### src/rtl/spi_pkg.sv
// Shared SPI link definitions, used by both ends of the link (spi_master and spi_slave).
// Contents:
//   spi_slave_state_t  responder FSM state encoding
//   SPI_CPOL/SPI_CPHA  link clock mode (mode 0)
//   SPI_DATA_W         bits per SPI byte
//   SPI_IDLE_BYTE      byte sent when the responder has nothing queued
package spi_pkg;

  typedef enum logic {
    IDLE,
    SHIFT
  } spi_slave_state_t;

  localparam int             SPI_CPOL      = 0;
  localparam int             SPI_CPHA      = 0;
  localparam int             SPI_DATA_W    = 8;
  localparam logic [7:0]     SPI_IDLE_BYTE = 8'h00;

endpackage

### src/rtl/spi_sync.sv
// Synchronizer for one asynchronous SPI pin with edge detection.
// Ports:
//   clk    system clock
//   rst    synchronous active-high reset; every flop loads RST_VAL
//   din    asynchronous pin
//   level  synchronized level (last synchronizer stage)
//   rise   one-cycle flag: level went 0 -> 1
//   fall   one-cycle flag: level went 1 -> 0
module spi_sync #(
  parameter int   SYNC_STAGES = 2,
  parameter logic RST_VAL     = 1'b0
) (
  input  logic clk,
  input  logic rst,
  input  logic din,
  output logic level,
  output logic rise,
  output logic fall
);

  logic [SYNC_STAGES-1:0] sync_p;
  logic                   level_p;

  always_ff @(posedge clk) begin
    if (rst) begin
      sync_p  <= {SYNC_STAGES{RST_VAL}};
      level_p <= RST_VAL;
    end else begin
      sync_p  <= {sync_p[SYNC_STAGES-2:0], din};
      level_p <= sync_p[SYNC_STAGES-1];
    end
  end

  // Edges compare the newest synchronized sample with the one before it.
  assign level = sync_p[SYNC_STAGES-1];
  assign rise  = level & ~level_p;
  assign fall  = ~level & level_p;

endmodule

### src/rtl/spi_slave.sv
// SPI responder, mode 0 (CPOL=0, CPHA=0), MSB first. The SPI pins are
// oversampled in the clk domain; one byte is returned on miso for every byte
// received on mosi, and frames may run several bytes while cs stays low.
// Ports:
//   clk, rst     system clock, synchronous active-high reset
//   cs           chip select from master, active low (asynchronous)
//   sclk, mosi   SPI clock and master data (asynchronous)
//   miso         responder data out
//   tx_data      next byte to send; tx_valid qualifies it
//   tx_ready     holding register empty
//   rx_data      last complete received byte, held until the next strobe
//   rx_valid     one-cycle strobe: rx_data updated
//   tx_underrun  one-cycle pulse: byte started with nothing queued
//   frame_abort  one-cycle pulse: cs rose in the middle of a byte
//   busy         FSM is in SHIFT
module spi_slave
  import spi_pkg::*;
#(
  parameter int                DATA_W      = SPI_DATA_W,
  parameter int                SYNC_STAGES = 2,
  parameter logic [DATA_W-1:0] IDLE_BYTE   = DATA_W'(SPI_IDLE_BYTE)
) (
  input  logic              clk,
  input  logic              rst,
  input  logic              cs,
  input  logic              sclk,
  input  logic              mosi,
  output logic              miso,
  input  logic [DATA_W-1:0] tx_data,
  input  logic              tx_valid,
  output logic              tx_ready,
  output logic [DATA_W-1:0] rx_data,
  output logic              rx_valid,
  output logic              tx_underrun,
  output logic              frame_abort,
  output logic              busy
);

  localparam int BW = $clog2(DATA_W);
  localparam int SW = $clog2(SYNC_STAGES + 2);
  // Edge flags are meaningless until the synchronizers hold real pin samples
  // rather than their reset value; this many cycles flush them.
  localparam logic [SW-1:0] SETTLE = SW'(SYNC_STAGES + 1);

  logic cs_s, cs_rise, cs_fall;
  logic sclk_s, sclk_rise, sclk_fall;
  logic mosi_s, mosi_rise_unused, mosi_fall_unused;

  spi_sync #(.SYNC_STAGES(SYNC_STAGES), .RST_VAL(1'b1)) u_sync_cs (
    .clk(clk), .rst(rst), .din(cs),
    .level(cs_s), .rise(cs_rise), .fall(cs_fall)
  );

  spi_sync #(.SYNC_STAGES(SYNC_STAGES), .RST_VAL(1'b0)) u_sync_sclk (
    .clk(clk), .rst(rst), .din(sclk),
    .level(sclk_s), .rise(sclk_rise), .fall(sclk_fall)
  );

  spi_sync #(.SYNC_STAGES(SYNC_STAGES), .RST_VAL(1'b0)) u_sync_mosi (
    .clk(clk), .rst(rst), .din(mosi),
    .level(mosi_s), .rise(mosi_rise_unused), .fall(mosi_fall_unused)
  );

  spi_slave_state_t  state;
  logic [SW-1:0]     settle_cnt;
  logic [BW-1:0]     bit_cnt;
  logic              byte_done;
  logic [DATA_W-1:0] tx_shift;
  logic [DATA_W-1:0] rx_shift;
  logic [DATA_W-1:0] hold_data;
  logic              hold_full;
  logic              armed;
  logic              byte_start;
  logic              hold_wr;

  // A cs that was already low at reset release only produces its fall edge
  // while settling, so it is ignored until cs rises and falls again.
  assign armed = (settle_cnt == SETTLE);

  // cs_rise wins over a coincident sclk fall, so the closing fall of the
  // last byte in a frame does not start a new byte.
  assign byte_start = ((state == IDLE) && cs_fall && armed) ||
                      ((state == SHIFT) && !cs_rise && sclk_fall && byte_done);

  assign hold_wr  = tx_valid && !hold_full;
  assign tx_ready = !hold_full;
  assign busy     = (state == SHIFT);

  always_ff @(posedge clk) begin
    if (rst) begin
      state       <= IDLE;
      settle_cnt  <= '0;
      bit_cnt     <= '0;
      byte_done   <= 1'b0;
      tx_shift    <= '0;
      rx_shift    <= '0;
      hold_data   <= '0;
      hold_full   <= 1'b0;
      miso        <= 1'b0;
      rx_data     <= '0;
      rx_valid    <= 1'b0;
      tx_underrun <= 1'b0;
      frame_abort <= 1'b0;
    end else begin
      rx_valid    <= 1'b0;
      tx_underrun <= 1'b0;
      frame_abort <= 1'b0;

      if (!armed) begin
        settle_cnt <= settle_cnt + SW'(1);
      end

      // Holding register: a write that coincides with a byte start on an
      // empty register lands here; that byte start still sends IDLE_BYTE.
      if (byte_start && hold_full) begin
        hold_full <= 1'b0;
      end else if (hold_wr) begin
        hold_full <= 1'b1;
        hold_data <= tx_data;
      end

      case (state)
        IDLE: begin
          miso      <= 1'b0;
          bit_cnt   <= '0;
          byte_done <= 1'b0;
          if (cs_fall && armed) begin
            state <= SHIFT;
          end
        end

        SHIFT: begin
          if (cs_rise) begin
            state     <= IDLE;
            miso      <= 1'b0;
            bit_cnt   <= '0;
            byte_done <= 1'b0;
            // Partial byte is dropped; only a mid-byte rise is an abort.
            if (bit_cnt != '0) begin
              frame_abort <= 1'b1;
            end
          end else if (sclk_rise) begin
            rx_shift <= {rx_shift[DATA_W-2:0], mosi_s};
            if (bit_cnt == BW'(DATA_W - 1)) begin
              bit_cnt   <= '0;
              byte_done <= 1'b1;
              rx_data   <= {rx_shift[DATA_W-2:0], mosi_s};
              rx_valid  <= 1'b1;
            end else begin
              bit_cnt <= bit_cnt + BW'(1);
            end
          end else if (sclk_fall) begin
            if (byte_done) begin
              byte_done <= 1'b0;
            end else begin
              tx_shift <= {tx_shift[DATA_W-2:0], 1'b0};
              miso     <= tx_shift[DATA_W-2];
            end
          end
        end

        default: state <= IDLE;
      endcase

      // Byte start: load the next byte and present its MSB on miso.
      if (byte_start) begin
        if (hold_full) begin
          tx_shift <= hold_data;
          miso     <= hold_data[DATA_W-1];
        end else begin
          tx_shift    <= IDLE_BYTE;
          miso        <= IDLE_BYTE[DATA_W-1];
          tx_underrun <= 1'b1;
        end
      end
    end
  end

endmodule

### config.mk
export PLATFORM = sky130hd
export DESIGN_NAME = spi_slave
export DESIGN_NICKNAME = d
export VERILOG_FILES = /design/src/rtl/spi_pkg.sv /design/src/rtl/spi_sync.sv /design/src/rtl/spi_slave.sv
export SDC_FILE = /design/constraint.sdc
export NUM_CORES = 1
export LEC_CHECK = 0
export CORE_ASPECT_RATIO = 0.75
export CORE_MARGIN = 2
export CORE_UTILIZATION = 53
export DETAILED_ROUTE_END_ITERATION = 7
export PLACE_DENSITY = 0.78
export REMOVE_ABC_BUFFERS = 1
export SLEW_MARGIN = 0
export SYNTH_ARGS = -nofsm -noshare
export SYNTH_HDL_FRONTEND = slang
export SYNTH_SLANG_ARGS = --single-unit
### constraint.sdc
create_clock -name clk -period 2.13 [get_ports clk]
set_clock_uncertainty 0.2 [all_clocks]
set_input_delay 0.426 -clock clk [delete_from_list [all_inputs] [get_ports clk]]
set_output_delay 0.426 -clock clk [all_outputs]
set_load 0.1 [all_outputs]
After elaboration in Yosys (flattened, before gate mapping) --
Index checks and enable logic that the tools add are counted.
Cells by class: add/subtract/negate cells 2, multiply operators 0, div/mod/pow operators 0, order comparisons 0, equality and inequality tests 11, shift-type cells 0, multiplexer cells 29, bitwise gates (word level) 13, reductions and logical operators 24
Operators with widths (count):
- two-way mux 7 bit | 7
- != test 4 x 3 -> 1 bit, second input constant | 4
- two-way mux 1 bit | 15
- two-way mux 3 bit | 3
- NOT 1 bit | 9
- logical AND 1 bit | 8
- != test 2 x 1 -> 1 bit, second input constant | 3
- case mux 1 bit (2 select lines) | 3
- case mux 3 bit (2 select lines) | 1
- AND reduction 3 bit | 2
- AND reduction 5 bit | 1
- AND 1 bit | 4
- != test 4 bit, second input constant | 1
- AND reduction 2 bit | 2
- AND reduction 4 bit | 1
- nonzero test 2 bit | 2
- OR reduction 2 bit | 2
- OR reduction 4 bit | 1
- adder 3 x 1 -> 3 bit, second input constant | 1
- == test 3 bit, second input constant | 1
- != test 3 bit, second input constant | 1
- nonzero test 3 bit | 1
- OR reduction 3 bit | 1
- adder 2 x 1 -> 2 bit, second input constant | 1
- other kinds (3) | 4
Storage, ports and cells: register bits 50, bits in latches 0, bits in writable memories 0, bits in read-only memories 0, bits of input ports 14, output and inout bits 14, word-level logic and storage cells 97, memories kept 0

Logic depth before layout (Yosys ltp) --
depth after elaboration 10, depth in mapped cells 7, depth with buffers taken out 6

Cells and area by module --
From an unflattened synthesis, not the netlist that was laid out.
Second synthesis, totals: cell total of the unflattened synthesis 221, area, all modules 2065.7 um^2
Modules (own cells, without submodules):
- spi_slave | instances 1, cells each 197, area an instance 1790.5 um^2, seq. area each 840.8 um^2
- spi_sync at u_sync_mosi ... | instances 2, cells each 8, area an instance 91.3 um^2, seq. area each 60.1 um^2
- spi_sync at u_sync_cs | instances 1, cells each 8, area an instance 92.6 um^2, seq. area each 60.1 um^2

Least setup slack after synthesis --
No wires, ideal clock.
path type reg2reg, start point reg state (netlist: busy), end point reg tx_shift[3], library setup time 79 ps, data arrival time 1927 ps, path slack -76 ps, stages on the path, launching flop included 7, buffers on the path 2, cell sequence dfxtp_1 > buf_4 > nor4bb_4 > a41oi_4 > buf_6 > a21oi_2 > a211oi_2
Between the ends: word-level cells in the longest chain between the ends 6, elaborated cells between the ends (all ways) 14, those cells by class eq/ne (3); mux (1); bitwise (1); reduce/logical (9)
RTL lines:
- start, declared | line spi_slave.sv:64 | spi_slave_state_t state;
- start signal, assigned | line spi_slave.sv:91 | state <= IDLE;
- start signal, assigned | line spi_slave.sv:128 | state <= SHIFT;
- start signal, assigned | line spi_slave.sv:134 | state <= IDLE;
- logical AND 1 bit or NOT 1 bit (tied branches)
- logical AND 1 bit, on equally long branches (2 in a row) | line spi_slave.sv:83, spi_slave.sv:82
- logical OR 1 bit | line spi_slave.sv:82 | assign byte_start = ((state == IDLE) && cs_fall && armed) ||
- != test 2 x 1 -> 1 bit (no source line) or nonzero test 2 bit (tied branches)
- AND reduction 5 bit (no source line)
- end signal, assigned | line spi_slave.sv:156 | tx_shift <= {tx_shift[DATA_W-2:0], 1'b0};
- end signal, assigned | line spi_slave.sv:168 | tx_shift <= hold_data;
- end, declared | line spi_slave.sv:68 | logic [DATA_W-1:0] tx_shift;
Several ways; a longest one is shown, not always the timed one. A chain may end at the register's enable or synchronous reset.

Worst setup path after layout --
start point reg settle_cnt[0], end point reg miso
Between the ends: word-level cells in the longest chain between the ends 5, elaborated cells between the ends (all ways) 8, those cells by class eq/ne (4); mux (1); reduce/logical (3)
RTL lines:
- start, declared | line spi_slave.sv:65 | logic [SW-1:0] settle_cnt;
- start signal, assigned | line spi_slave.sv:110 | settle_cnt <= settle_cnt + SW'(1);
- == test 2 bit (*) | line spi_slave.sv:78 | assign armed = (settle_cnt == SETTLE);
- logical AND 1 bit (*) | line spi_slave.sv:82
- logical OR 1 bit (*) | line spi_slave.sv:82
- != test 4 x 3 -> 1 bit (no source line)
- AND reduction 3 bit (no source line)
- end signal, assigned | line spi_slave.sv:157 | miso <= tx_shift[DATA_W-2];
- end signal, assigned | line spi_slave.sv:169 | miso <= hold_data[DATA_W-1];
- end signal, assigned | line spi_slave.sv:172 | miso <= IDLE_BYTE[DATA_W-1];
- end, declared | line spi_slave.sv:28 | output logic miso,
Mark *: on every way between the ends. The rest lies on a longest branch, timed or not.

==> run summary <==
The instance count of the mapped netlist came out at 196. The overall die height is 56.81 um. The total power per unit cell area came out at 740.6 nW/um^2. STA puts the critical path data arrival time at 2020 ps. The clock latency reported for the late side of the worst-skew pair is 300 ps. Summed over all nets, wire length on met2 after detailed routing comes to 1971 um.

The average routed wire per standard cell came out at 14.32 um. In the routed layout, each cell is associated on average with a via count of 5.271. The clock passes through at most 2 buffers. After layout, the worst setup slack is 124.8 ps. The H-tree generated during clock tree synthesis spans 2 levels. The number of storage elements in the synthesis netlist is 50.

The first routing iteration left 120 violations. The headroom to the max-slew limit is 64.20%. The pin slew with the least headroom to its limit came out at 535.3 ps.

The design draws 1.799 mW. The share of the synthesized area in the top cell type is 50.79%. The routed wire length on met3 is 200 um. The synthesized netlist occupies a cell area of 1971 sq um.

The cell depth of the worst flop-to-flop path is 5. The part of the power in the clock network came out at 36.9%. The highest attainable clock frequency came out at 498.7 MHz. The worst hold path cell count is 1. The clock-pin slew of the registers on the worst-case setup and hold paths came out at 90 ps. The first global-routing pass estimated 6589 um of wire. The remaining number of nets flagged by the antenna check after routing came out at 0. The combinational share of power is 8.4%. The total core area is 3613 sq um.

The post-placement cell count is 269. The source of the worst register-to-register timing path is settle_cnt[0]. The switching power is 411.0 uW. The leakage power came out at 1.072 nW. The worst register-to-register path ends at miso. The highest ir drop seen on vdd is 0.4637 mV. The type of the setup path with the least slack is reg2reg. The data required time of the worst path is 2140 ps. The count of TritonRoute iterations in the first routing pass came out at 4.

For this run, design rule violations remaining after detail routing come to 0. The count of yosys warnings during synthesis is 0. Buffers placed on the I/O ports in this run total 27. The minimum setup slack after placement is 113.0 ps. The largest fanout of any net on the critical path came out at 17. 0 antenna diodes ended up in the layout. In this run the core area contains 19 standard-cell rows. The total internal power is 1.388 mW.

The count of final setup violators is 0. Once placement finished, the instance area stood at 2305 sq um. The max-cap check violation count came out at 0.

The detailed router put a total of 1743 um of wire on met1. Summed over all layers, the routed wires come to 3968 um. The post-synthesis area per instance is 10.05 sq um. The share of the core filled with cells came out at 67.21%.

The detailed-placement wirelength estimate came out at 2692 um. The floorplan die area is 4227 sq um. The maximum number of pins on one net before global-route repair came out at 33. In this run the worst hold path is classified as reg2reg. The total count of max-transition violations in the final report is 0. The number of global-route vias before repair is 1474. Across all register-to-register paths, the minimum setup slack is 120 ps. The via count came out at 1460.

The worst hold path terminates at u_sync_cs.sync_p[1]. At the end of the flow, the number of nets in the layout was 244. The tree is rooted in a sky130_fd_sc_hd__clkbuf_8.

The clock sink total came out at 50. After detailed routing, no signal wire sits above met4. The final weighted congestion in routability-driven placement is 0.7913. The final count of hold timing violations is 0.

The final non-filler cell total is 277. Ranked by total cell area, the synthesized netlist is headed by sky130_fd_sc_hd__dfxtp_1, sky130_fd_sc_hd__mux2i_1, sky130_fd_sc_hd__a21oi_1. The starting utilization of the core area came out at 54.54%. Of the cells placed in the final design, the portion with a size suffix greater than 1 is 16.89%. The initial antenna violation count is 0.

The number of CTS-inserted buffers is 5. The most critical setup path has its startpoint at settle_cnt[0]. The area overhead of the layout relative to synthesis is 23.24%. The flow ran to the end, and the final reports show no timing, DRC or antenna violations.

The total global routing overflow came out at 0. The type of origin of the critical path is a flip-flop. The final critical-path required period is 2005 ps. Summed over all instances, the cell type with the most area after synthesis is sky130_fd_sc_hd__dfxtp_1. The buffers inserted during post-CTS setup optimization is 0. The number of placed I/O pins came out at 28. The total routing resource utilization after global routing came out at 20.62%.

The net switching fraction of the power is 22.85%. TritonCTS built the clock tree. The share of the Yosys chip area taken by registers is 50.79%. The chip width came out at 74.41 um. The number of different library cells used by synthesis comes to 29. The worst setup path is captured at a flip-flop. The fraction of the cycle the final worst path needs came out at 94.14%. The sequential cell fraction of total power is 54.7%. The finished cells cover 2429 sq um. The origin of the worst min-delay path is u_sync_cs.sync_p[0].
## cell usage after synthesis
cell type and instances:
sky130_fd_sc_hd__a41oi_4 1, sky130_fd_sc_hd__inv_1 8, sky130_fd_sc_hd__nor3_1 5, sky130_fd_sc_hd__mux2i_1 24
sky130_fd_sc_hd__a21oi_1 19, sky130_fd_sc_hd__nor3b_1 1, sky130_fd_sc_hd__a211oi_2 1, sky130_fd_sc_hd__a21oi_2 1
sky130_fd_sc_hd__nor2b_1 6, sky130_fd_sc_hd__xor2_1 1, sky130_fd_sc_hd__ha_1 6, sky130_fd_sc_hd__nand2b_1 1
sky130_fd_sc_hd__buf_2 2, sky130_fd_sc_hd__a2111oi_0 2, sky130_fd_sc_hd__nor4b_1 1, sky130_fd_sc_hd__nor4bb_4 1
sky130_fd_sc_hd__nand3_1 1, sky130_fd_sc_hd__or2_2 3, sky130_fd_sc_hd__nand3b_1 2, sky130_fd_sc_hd__clkbuf_1 6
sky130_fd_sc_hd__nand4_1 1, sky130_fd_sc_hd__buf_4 1, sky130_fd_sc_hd__nor2_1 22, sky130_fd_sc_hd__nand3_2 2
sky130_fd_sc_hd__nand2_1 18, sky130_fd_sc_hd__buf_6 3, sky130_fd_sc_hd__dfxtp_1 50, sky130_fd_sc_hd__a221o_1 1
sky130_fd_sc_hd__a211oi_1 6
## how the worst max path moves through the flow
stage                             end  slack [ps]
after floorplan            rx_data[0]        -330
after detailed placement  tx_shift[6]         110
final                            miso         120
after global routing      tx_shift[6]         -10
after global placement    tx_shift[6]         270
after CTS                 tx_shift[6]          70
## layout make-up
class | instances | area (sq um)
Clock inverter | 3 | 43.79
Sequential cell | 50 | 1001
Clock buffer | 5 | 68.82
Timing Repair Buffer | 33 | 342.8
Fill cell | 315 | 1185
Tap cell | 52 | 65.06
Multi-Input combinational cell | 126 | 877.1
Inverter | 8 | 30.03
## registers in the layout (all words and copies together), names as in the netlist, 2 cells and up
| signal | cells |
|---|---|
| hold_data | 8 |
| rx_data | 8 |
| rx_shift | 7 |
| tx_shift | 7 |
| bit_cnt | 3 |
| settle_cnt | 2 |
| u_sync_cs.sync_p | 2 |
| u_sync_mosi.sync_p | 2 |
| u_sync_sclk.sync_p | 2 |
## power by group through the flow
stage | Clock, mW | Combinational [mW] | Sequential (mW)
2_1_floorplan | 0 | 0.0727 | 1.01
3_3_place_gp | 0 | 0.143 | 1.00
3_5_place_dp | 0 | 0.149 | 1.01
4_1_cts | 0.676 | 0.150 | 0.984
5_1_grt | 0.723 | 0.165 | 0.989
6_report | 0.663 | 0.151 | 0.984
## worst max-delay path, cell delays in order, from the launching register on
cell and delay (ps):
sky130_fd_sc_hd__dfxtp_1 360, sky130_fd_sc_hd__ha_1 270, sky130_fd_sc_hd__nor4bb_4 360, sky130_fd_sc_hd__a41oi_4 160
sky130_fd_sc_hd__nand3b_1 280, sky130_fd_sc_hd__a211oi_1 280
## metrics by stage
stage               hold WS (ps)  setup TNS (ps)
finish                     217.6               0
global route               229.8          -11.76
CTS                        219.0               0
detailed placement         196.9               0
global placement           193.0               0
floorplan                  189.5           -3961
## layer usage
layer | GRT usage (%) | vias up
met3 | 5.925 | 7
met2 | 33.88 | 41
met5 | 0 | -
met1 | 25.76 | 692
met4 | 6.888 | 0
li1 | - | 720
## layout by cell type, fill, tap and decap left out, drive strengths merged, types with 2 or more instances in the layout
cell	instances
ha	6
clkdlybuf4s50	13
a2111oi	2
nor2b	6
clkbuf	5
nand3	3
nor2	22
buf	20
nand2	18
a211oi	7
a21oi	20
nor3	5
mux2i	24
or2	3
inv	9
nand3b	2
dfxtp	50
## cell families after synthesis
kind of cell | share of synthesized area (%)
buffers and inverters | 5.270
XOR/XNOR | 0.4445
adder cells (fa/ha/maj) | 3.809
AND/OR/NAND/NOR | 16.51
multiplexers | 12.19
flip-flops | 50.79
AO/OA/AOI/OAI | 10.98
## repair_timing
item                                    in CTS  in global routing
resized for setup                            0                  2
endpoints found under the setup margin       0                  6
hold buffers                                 0                  0
Note: power is estimated with default switching activity, not from simulation.
